## config.mk

```make
export PLATFORM = sky130hd
export DESIGN_NAME = prime_nth_ctrl
export DESIGN_NICKNAME = d
export VERILOG_FILES = /design/src/rtl/prime_nth_ctrl.sv
export SDC_FILE = /design/constraint.sdc
export NUM_CORES = 1
export LEC_CHECK = 0
export BUFFER_PORTS_ARGS = -buffer_cell sky130_fd_sc_hd__clkbuf_2
export CAP_MARGIN = 20
export CELL_PAD_IN_SITES_DETAIL_PLACEMENT = 0
export CELL_PAD_IN_SITES_GLOBAL_PLACEMENT = 2
export CORE_MARGIN = 1
export CORE_UTILIZATION = 25
export CTS_CLUSTER_SIZE = 20
export DETAILED_ROUTE_END_ITERATION = 16
export PLACE_DENSITY = 0.67
export SLEW_MARGIN = 20
export SYNTH_ARGS = -nofsm -noshare
export SYNTH_HDL_FRONTEND = slang
export SYNTH_SLANG_ARGS = --single-unit
```

## constraint.sdc

```tcl
create_clock -name clk -period 2.4 [get_ports clk]
set_input_delay 0.36 -clock clk [delete_from_list [all_inputs] [get_ports clk]]
set_output_delay 0.36 -clock clk [all_outputs]
set_load 0.01 [all_outputs]
```

## src/rtl/prime_nth_ctrl.sv

```systemverilog
// prime_nth_ctrl: shares one primegen between NREQ requesters, each asking
// for the n-th value of the generator sequence. Tracks the generator's
// current index, steps forward or rewinds as needed, round-robin grants.
// Optional feature macro: PRIME_NTH_TIMEOUT_EN (per-step pg_ready watchdog).
module prime_nth_ctrl #(
  parameter int NREQ    = 4,
  parameter int IDX_W   = 8,
  parameter int TIMEOUT = 4096
) (
  input  logic                  clk,
  input  logic                  rst,
  input  logic [NREQ-1:0]       req,
  input  logic [NREQ*IDX_W-1:0] idx,
  output logic [NREQ-1:0]       done,
  output logic [15:0]           res_out,
  output logic                  err_out,
  output logic                  busy,
  output logic                  pg_go,
  output logic                  pg_rst,
  input  logic                  pg_ready,
  input  logic                  pg_error,
  input  logic [15:0]           pg_res
);

  localparam int PW = (NREQ > 1) ? $clog2(NREQ) : 1;

  typedef enum logic [2:0] {
    S_PG_RST, S_WAIT_RDY, S_IDLE, S_CMP, S_GO, S_FALL, S_DONE
  } state_t;

  state_t                     state_q, state_d;
  logic [NREQ-1:0]            pend_q, pend_d;
  logic [NREQ-1:0][IDX_W-1:0] idx_q, idx_d;
  logic [PW-1:0]              rr_q, rr_d;
  logic [PW-1:0]              gnt_q, gnt_d;
  logic [IDX_W:0]             cur_q, cur_d;
  logic                       dirty_q, dirty_d;
  logic                       init_q, init_d;
  logic                       busy_q, busy_d;
  logic [15:0]                res_q, res_d;
  logic                       err_q, err_d;

  logic                       pick_vld;
  logic [PW-1:0]              pick;
  logic [IDX_W:0]             tgt;
  logic [PW-1:0]              gnt_next;
  logic                       to_hit;

`ifdef PRIME_NTH_TIMEOUT_EN
  localparam logic [15:0] TO_LIM = 16'(TIMEOUT - 1);
  logic [15:0] wdog_q, wdog_d;

  // Watchdog: counts cycles spent in FALL/WAIT_RDY, cleared on any state exit
  always_comb begin
    wdog_d = '0;
    if ((state_q == S_FALL || state_q == S_WAIT_RDY) && state_d == state_q)
      wdog_d = wdog_q + 16'd1;
  end

  // Watchdog register
  always_ff @(posedge clk) begin
    if (rst) wdog_q <= '0;
    else     wdog_q <= wdog_d;
  end

  assign to_hit = (wdog_q == TO_LIM);
`else
  // No watchdog in this build; TIMEOUT is never negative so this stays 0
  assign to_hit = (TIMEOUT < 0);
`endif

  // Round-robin pick: lowest pending index at or after rr_q, wrapping
  always_comb begin
    pick_vld = 1'b0;
    pick     = rr_q;
    for (int k = 0; k < NREQ; k++) begin
      int j;
      j = int'(rr_q) + k;
      if (j >= NREQ) j = j - NREQ;
      if (!pick_vld && pend_q[j]) begin
        pick_vld = 1'b1;
        pick     = PW'(j);
      end
    end
  end

  assign tgt      = {1'b0, idx_q[gnt_q]};
  assign gnt_next = (gnt_q == PW'(NREQ - 1)) ? '0 : gnt_q + PW'(1);

  // Request capture: a req is taken when nothing is pending for that slot,
  // or when the slot's done pulse frees it in the same cycle
  always_comb begin
    pend_d = pend_q;
    idx_d  = idx_q;
    for (int i = 0; i < NREQ; i++) begin
      if (done[i]) pend_d[i] = 1'b0;
      if (req[i] && (!pend_q[i] || done[i])) begin
        pend_d[i] = 1'b1;
        idx_d[i]  = idx[i*IDX_W +: IDX_W];
      end
    end
  end

  // Next-state logic for the primegen sequencing FSM
  always_comb begin
    state_d = state_q;
    cur_d   = cur_q;
    dirty_d = dirty_q;
    init_d  = init_q;
    busy_d  = busy_q;
    gnt_d   = gnt_q;
    rr_d    = rr_q;
    res_d   = res_q;
    err_d   = err_q;
    case (state_q)
      S_PG_RST: begin
        cur_d   = '0;
        dirty_d = 1'b0;
        state_d = S_WAIT_RDY;
      end
      S_WAIT_RDY: begin
        if (init_q) begin
          if (pg_ready) begin
            init_d  = 1'b0;
            state_d = S_IDLE;
          end else if (to_hit) begin
            state_d = S_PG_RST;
          end
        end else if (pg_error) begin
          res_d   = pg_res;
          err_d   = 1'b1;
          dirty_d = 1'b1;
          state_d = S_DONE;
        end else if (pg_ready) begin
          state_d = S_CMP;
        end else if (to_hit) begin
          res_d   = '0;
          err_d   = 1'b1;
          dirty_d = 1'b1;
          state_d = S_DONE;
        end
      end
      S_IDLE: begin
        if (pick_vld) begin
          gnt_d   = pick;
          busy_d  = 1'b1;
          state_d = S_CMP;
        end
      end
      S_CMP: begin
        // A dirty generator is rewound before its error flag is trusted again
        if (dirty_q) begin
          state_d = S_PG_RST;
        end else if (pg_error) begin
          res_d   = pg_res;
          err_d   = 1'b1;
          dirty_d = 1'b1;
          state_d = S_DONE;
        end else if (tgt == cur_q && pg_ready) begin
          res_d   = pg_res;
          err_d   = 1'b0;
          state_d = S_DONE;
        end else if (tgt < cur_q) begin
          state_d = S_PG_RST;
        end else begin
          state_d = S_GO;
        end
      end
      S_GO: state_d = S_FALL;
      S_FALL: begin
        if (!pg_ready) begin
          cur_d   = cur_q + 1'b1;
          state_d = S_WAIT_RDY;
        end else if (to_hit) begin
          res_d   = '0;
          err_d   = 1'b1;
          dirty_d = 1'b1;
          state_d = S_DONE;
        end
      end
      S_DONE: begin
        rr_d    = gnt_next;
        busy_d  = 1'b0;
        state_d = S_IDLE;
      end
      default: state_d = S_PG_RST;
    endcase
  end

  // State and control registers
  always_ff @(posedge clk) begin
    if (rst) begin
      state_q <= S_PG_RST;
      pend_q  <= '0;
      idx_q   <= '0;
      rr_q    <= '0;
      gnt_q   <= '0;
      cur_q   <= '0;
      dirty_q <= 1'b0;
      init_q  <= 1'b1;
      busy_q  <= 1'b0;
      res_q   <= '0;
      err_q   <= 1'b0;
    end else begin
      state_q <= state_d;
      pend_q  <= pend_d;
      idx_q   <= idx_d;
      rr_q    <= rr_d;
      gnt_q   <= gnt_d;
      cur_q   <= cur_d;
      dirty_q <= dirty_d;
      init_q  <= init_d;
      busy_q  <= busy_d;
      res_q   <= res_d;
      err_q   <= err_d;
    end
  end

  // Output decode; reset forces everything low except the primegen reset
  always_comb begin
    done    = '0;
    if (state_q == S_DONE && !rst) done = NREQ'(1) << gnt_q;
    res_out = rst ? 16'd0 : res_q;
    err_out = err_q & ~rst;
    busy    = busy_q & ~rst;
    pg_go   = (state_q == S_GO) & ~rst;
    pg_rst  = rst | (state_q == S_PG_RST);
  end

endmodule

```

Word-level counts from Yosys, hierarchy flattened. Cells that the tools add are included.

$add $sub $neg: 9. Reduce and logical (&&, ||, !) cells: 36. Multipliers: 0. Equality and inequality tests: 16. Bitwise logic cells: 5. Shift operators: 1. Multiplexer cells: 69. $lt $le $gt $ge: 10. Divide/modulo/power cells: 0.

Operators with widths (count): < comparator 32 x 4 -> 1 bit (second input constant) (4); two-way mux 32 bit (4); two-way mux 16 bit (6); one-hot mux 16 bit (2 select lines) (1); two-way mux 1 bit (30); two-way mux 3 bit (10); one-hot mux 3 bit (7 select lines) (1); one-hot mux 9 bit (2 select lines) (1); binary-select mux 8 bit (select 2 bit) (1); nonzero test 2 bit (7); subtractor 3 x 3 -> 4 bit (second input constant) (3); two-way mux 2 bit (5); != test 2 bit (second input constant) (5); adder 9 x 1 -> 9 bit (second input constant) (1); equality test 3 bit (second input constant) (3); equality test 8 x 9 -> 1 bit (1); >= comparator 3 bit (second input constant) (3); logical AND 1 bit (9); < comparator 8 x 9 -> 1 bit (1); two-way mux 9 bit (1); != test 3 bit (second input constant) (3); binary-select mux 1 bit (select 2 bit) (4); logical NOT 1 bit (8); two-way mux 8 bit (1); 23 further kinds (33).

Memories kept: 0. Memory bits (writable): 0. Word-level logic and storage cells: 163. Register bits after elaboration: 72. Input port bits: 56. Output and inout bits: 24. Bits in latches: 0. ROM bits: 0.

Logic depth before layout (Yosys ltp).
Word-level depth: 17. Mapped depth: 10. Mapped depth without buffers: 8.

Worst setup path before layout. OpenSTA, ideal clock, no wires.

Path kind: reg2reg. Start point: register gnt_q[0]. End point: register res_q[10]. Arrival: 2.555 ns. Data required time: 2.272 ns. Buffers on the path: 2. Stages on the path, launching flop included: 10. Setup time: 0.128 ns. Path slack: -0.283 ns. Clock period less this slack: 2.683 ns. Path through: dfxtp_1 buf_2 mux4_2 ha_1 and4b_1 a41oi_1 nor2_4 buf_6 mux2i_1 nor2_1.

Word-level cells in the longest chain between the ends: 6.

Ends and longest elaborated chain: from (decl) (RTL line 35) `logic [PW-1:0] gnt_q, gnt_d;`; from (signal assigned) (RTL line 209) `gnt_q <= gnt_d;`; binary-select mux 8 bit (select 2 bit) (RTL line 87) `assign tgt = {1'b0, idx_q[gnt_q]};`; two-way mux 8 bit (implied by the code) (RTL line 87); equality test 8 x 9 -> 1 bit (RTL line 159) `end else if (tgt == cur_q && pg_ready) begin`; logical AND 1 bit (RTL line 159); != test 3 bit (no source line); AND reduction 5 bit (no source line); to (signal assigned) (RTL line 214) `res_q <= res_d;`; to (decl) (RTL line 40) `logic [15:0] res_q, res_d;`.

Every way passes these cells. The select of a mux whose other input is x is not followed. A chain may end at the register's enable or synchronous reset.

Worst setup path after layout.
Start point: register gnt_q[0]. End point: register res_q[1].

The elaborated chain is that of the path after synthesis.

==> summary.md <==
| Metric | Value |
|---|---|
| Final Critical Period | `2.36 ns` |
| Initial antenna violation count | `0` |
| Finished Cell Area | `4460 um2` |
| CTS tree | `built` |
| Non-Filler Instances | `634` |
| Critical Path RT | `2.60 ns` |
| Syn Nets | `439` |
| Int Power | `2.34 mW` |
| Met3 Routed Length | `329 um` |
| Hold path cells | `3` |
| Maximum clock insertion buffer count | `2` |
| CTS root buf | `clkbuf_16` |
| Leading area contributor after synthesis | `dfxtp_1` |
| RSZ-0062 raised after global routing | `yes` |
| Critical Path Source | `gnt_q[0]` |
| Slew Viols, Final | `0` |
| Max Cap Violations | `0` |
| Sw frac | `24.3%` |
| Met1 WL | `4400 um` |
| HP Class | `primary input to flop` |
| Relative slew margins | `61.3%` |
| Drt first pass iters | `4` |
| Avg WL per Cell | `14.1 um` |
| Status | `completed` |
| Cts bufs inserted | `9` |
| Routed wl met2 | `4090 um` |
| GP Congestion | `0.723` |
| First-pass GRT wire length | `14400 um` |
| Finished Core Util | `33.3%` |
| Hold path startpoint | `idx[16]` |
| Crit Reg-Reg Endpoint | `res_q[1]` |
| Synth unique cells | `46` |
| Area after DPL | `4120 um2` |
| Final WL | `8950 um` |
| Worst r2r src | `gnt_q[0]` |
| Clock skew | `0.00801 ns` |
| Share of the synthesized area in the top cell type | `41.4%` |
| Total gr overflow | `0` |
| Vias in the first global route | `2731` |
| Initial Util | `26.0%` |
| Number of hold buffers added after CTS | `0` |
| Clk pin slew, worst setup/hold paths | `0.06 ns` |
| Max incr delay on CP | `0.55 ns` |
| Sequential Power Share | `42.7%` |
| Worst-case vdd ir drop | `0.000227 V` |
| Hold endpoint | `idx_q[16]` |
| Via count | `2820` |
| Crit path buffers/inverters | `1` |
| Max Fclk | `425 MHz` |
| R2R cell count | `8` |
| Synth top area cells | `dfxtp_1, mux2i_1, nor2_1` |
| DRC viols | `0` |
| Seq/Total Area, Yosys | `41.4%` |
| Kind of critical path | `flop to flop` |
| Async SR Flop Fraction | `0%` |
| PortBufs | `79` |
| ANT cells | `0` |
| Number of cells after detailed placement | `618` |
| Total GRT Usage | `13.0%` |
| Top layer in use | `met4` |
| Worst-Margin Slew | `0.579 ns` |
| Area delta synth->final | `28.3%` |
| Clk Latency, worst-skew pair | `0.33 ns` |
| Yosys reg bits | `72` |
| Critical Path Start Type | `flop` |
| Crit path max fanout | `16` |
| Hold WS | `0.257 ns` |
| Total number of cells along the worst setup path | `8` |
| Logic pwr share | `12.9%` |
| Die height | `120 um` |
| Total Nets Final | `523` |
| Most instantiated cells after synthesis | `dfxtp_1, nor2_1, mux2i_1` |
| Predominant post-synthesis flop cell | `dfxtp_1` |
| HPWL after DPL | `6690 um` |
| Layout fillers | `1409` |
| Iteration-0 DRC Markers | `102` |
| Detail Route Antenna Nets | `0` |
| Post-Synthesis Cells | `370` |
| Core area | `13400 um2` |
| P_leak | `1.94 nW` |
| Setup violators final | `0` |
| Die area | `14400 um2` |
| Period Utilization, post-route | `98.1%` |
| Via density | `4.45` |
| Worst path slowest cell | `mux4_2` |
| Pwr dens | `692 nW/um2` |
| Crit end category | `flop` |
| Switch Pwr | `0.750 mW` |
| Setup slack, reg-to-reg | `0.04 ns` |
| Chip width | `120 um` |
| Synthesized area | `3480 um2` |
| Site Rows | `42` |
| Htree depth | `3` |
| Post-synth EDFFs | `0` |
| I/O pin count | `80` |
| Synth warnings | `0` |
| Pin count of the biggest net entering global routing | `53` |
| CTS sink cnt | `72` |
| Layout cells sized above 1 | `27.5%` |
| Clk pwr share | `44.4%` |
| Syn_area_per_cell | `9.40 um2` |
| Crit path DAT | `2.55 ns` |
| CP cell instances | `mux4_2 > ha_4 > and4b_2 > a41oi_4 > nor2_4 > buf_12 > mux2i_1 > nor2_1` |
| Hold Vio Cnt, Final | `0` |
| Crit path max-delay family | `multiplexers` |
==> worst min-delay path, delay by kind of cell <==
kind | cells | cell delay (ns)
buf+inv | 1 | 0.07
mux | 1 | 0.05
simple gates | 1 | 0.07
==> routing by layer <==
metal | vias up | track usage (%)
li1 | 1440 | -
met1 | 1313 | 18.0
met2 | 59 | 19.3
met3 | 8 | 2.38
met4 | 0 | 6.02
met5 | - | 0
==> cell usage in the layout, fill, tap and decap left out, types with 2 or more instances in the layout <==
cell,count
ha_1,11
or3_1,4
mux4_2,8
nor2b_1,22
nand2_2,2
buf_4,9
a31oi_1,2
ha_4,2
clkbuf_2,79
xnor2_1,5
a21oi_1,16
a21bo_2,2
and2_1,4
dfxtp_1,71
clkbuf_16,9
mux2i_1,49
clkbuf_8,3
nand4_1,3
nand2b_1,3
nand2_1,7
nor2_1,72
nor4_1,3
inv_1,21
nand3_1,2
nor3_1,4
o21ai_0,13
a21o_1,5
==> area by class of cell <==
type,instances,area [um2],share of cell area (%)
Clock inverter,2,37.5,0.841
Tap cell,176,220,4.93
Multi-Input combinational cell,261,1930,43.2
Inverter,21,78.8,1.77
Timing Repair Buffer,89,483,10.8
Sequential cell,72,1450,32.4
Clock buffer,13,270,6.06
==> per-stage QoR <==
step	worst slack, ns	total power [mW]	TNS [ns]
after floorplan	-0.0305	1.59	-0.305
after CTS	0.000567	3.14	0
after global routing	-0.0962	3.23	-1.08
after detailed placement	-0.109	1.74	-1.40
after global placement	-0.0310	1.74	-0.0572
final	0.0447	3.09	0
==> timing repair <==
item | in CTS | in global routing
resized for setup | 3 | 2
setup buffers | 0 | 1
cloned | 0 | 0
endpoints found under the setup margin | 17 | 17
==> logic make-up (layout without fill, tap and decap cells) <==
group / Yosys count / in the layout / share of synthesized area (%)
xor gates and xnor gates: 6 / 6 / 1.51
muxes: 57 / 57 / 19.3
DFF: 72 / 72 / 41.4
and+or+nand+nor: 135 / 135 / 19.3
adders and majority gates: 13 / 13 / 4.68
AOI/OAI and AO/OA: 50 / 50 / 9.32
buffers and inverters: 37 / 125 / 4.50
==> state kept, by name, summed over array words and instances, names as in the netlist <==
| signal | cells |
|---|---|
| busy_q | 1 |
| cur_q | 9 |
| dirty_q | 1 |
| err_q | 1 |
| gnt_q | 2 |
| idx_q | 32 |
| init_q | 1 |
| pend_q | 4 |
| res_q | 16 |
| rr_q | 2 |
| state_q | 3 |
==> how the worst max path moves through the flow <==
stage,end
after detailed placement,res_q[4]
final,res_q[1]
after global routing,res_q[7]
after global placement,res_q[4]
after floorplan,res_q[10]
after CTS,res_q[4]
==> power groups by stage <==
| stage | clock network (mW) | logic [mW] | registers, mW |
|---|---|---|---|
| 6_report | 1.37 | 0.399 | 1.32 |
| 5_1_grt | 1.45 | 0.447 | 1.33 |
| 4_1_cts | 1.42 | 0.400 | 1.32 |
| 3_5_place_dp | 0 | 0.393 | 1.35 |
| 3_3_place_gp | 0 | 0.389 | 1.35 |
| 2_1_floorplan | 0 | 0.283 | 1.31 |
No activity file was read; power rests on OpenSTA's default activity.
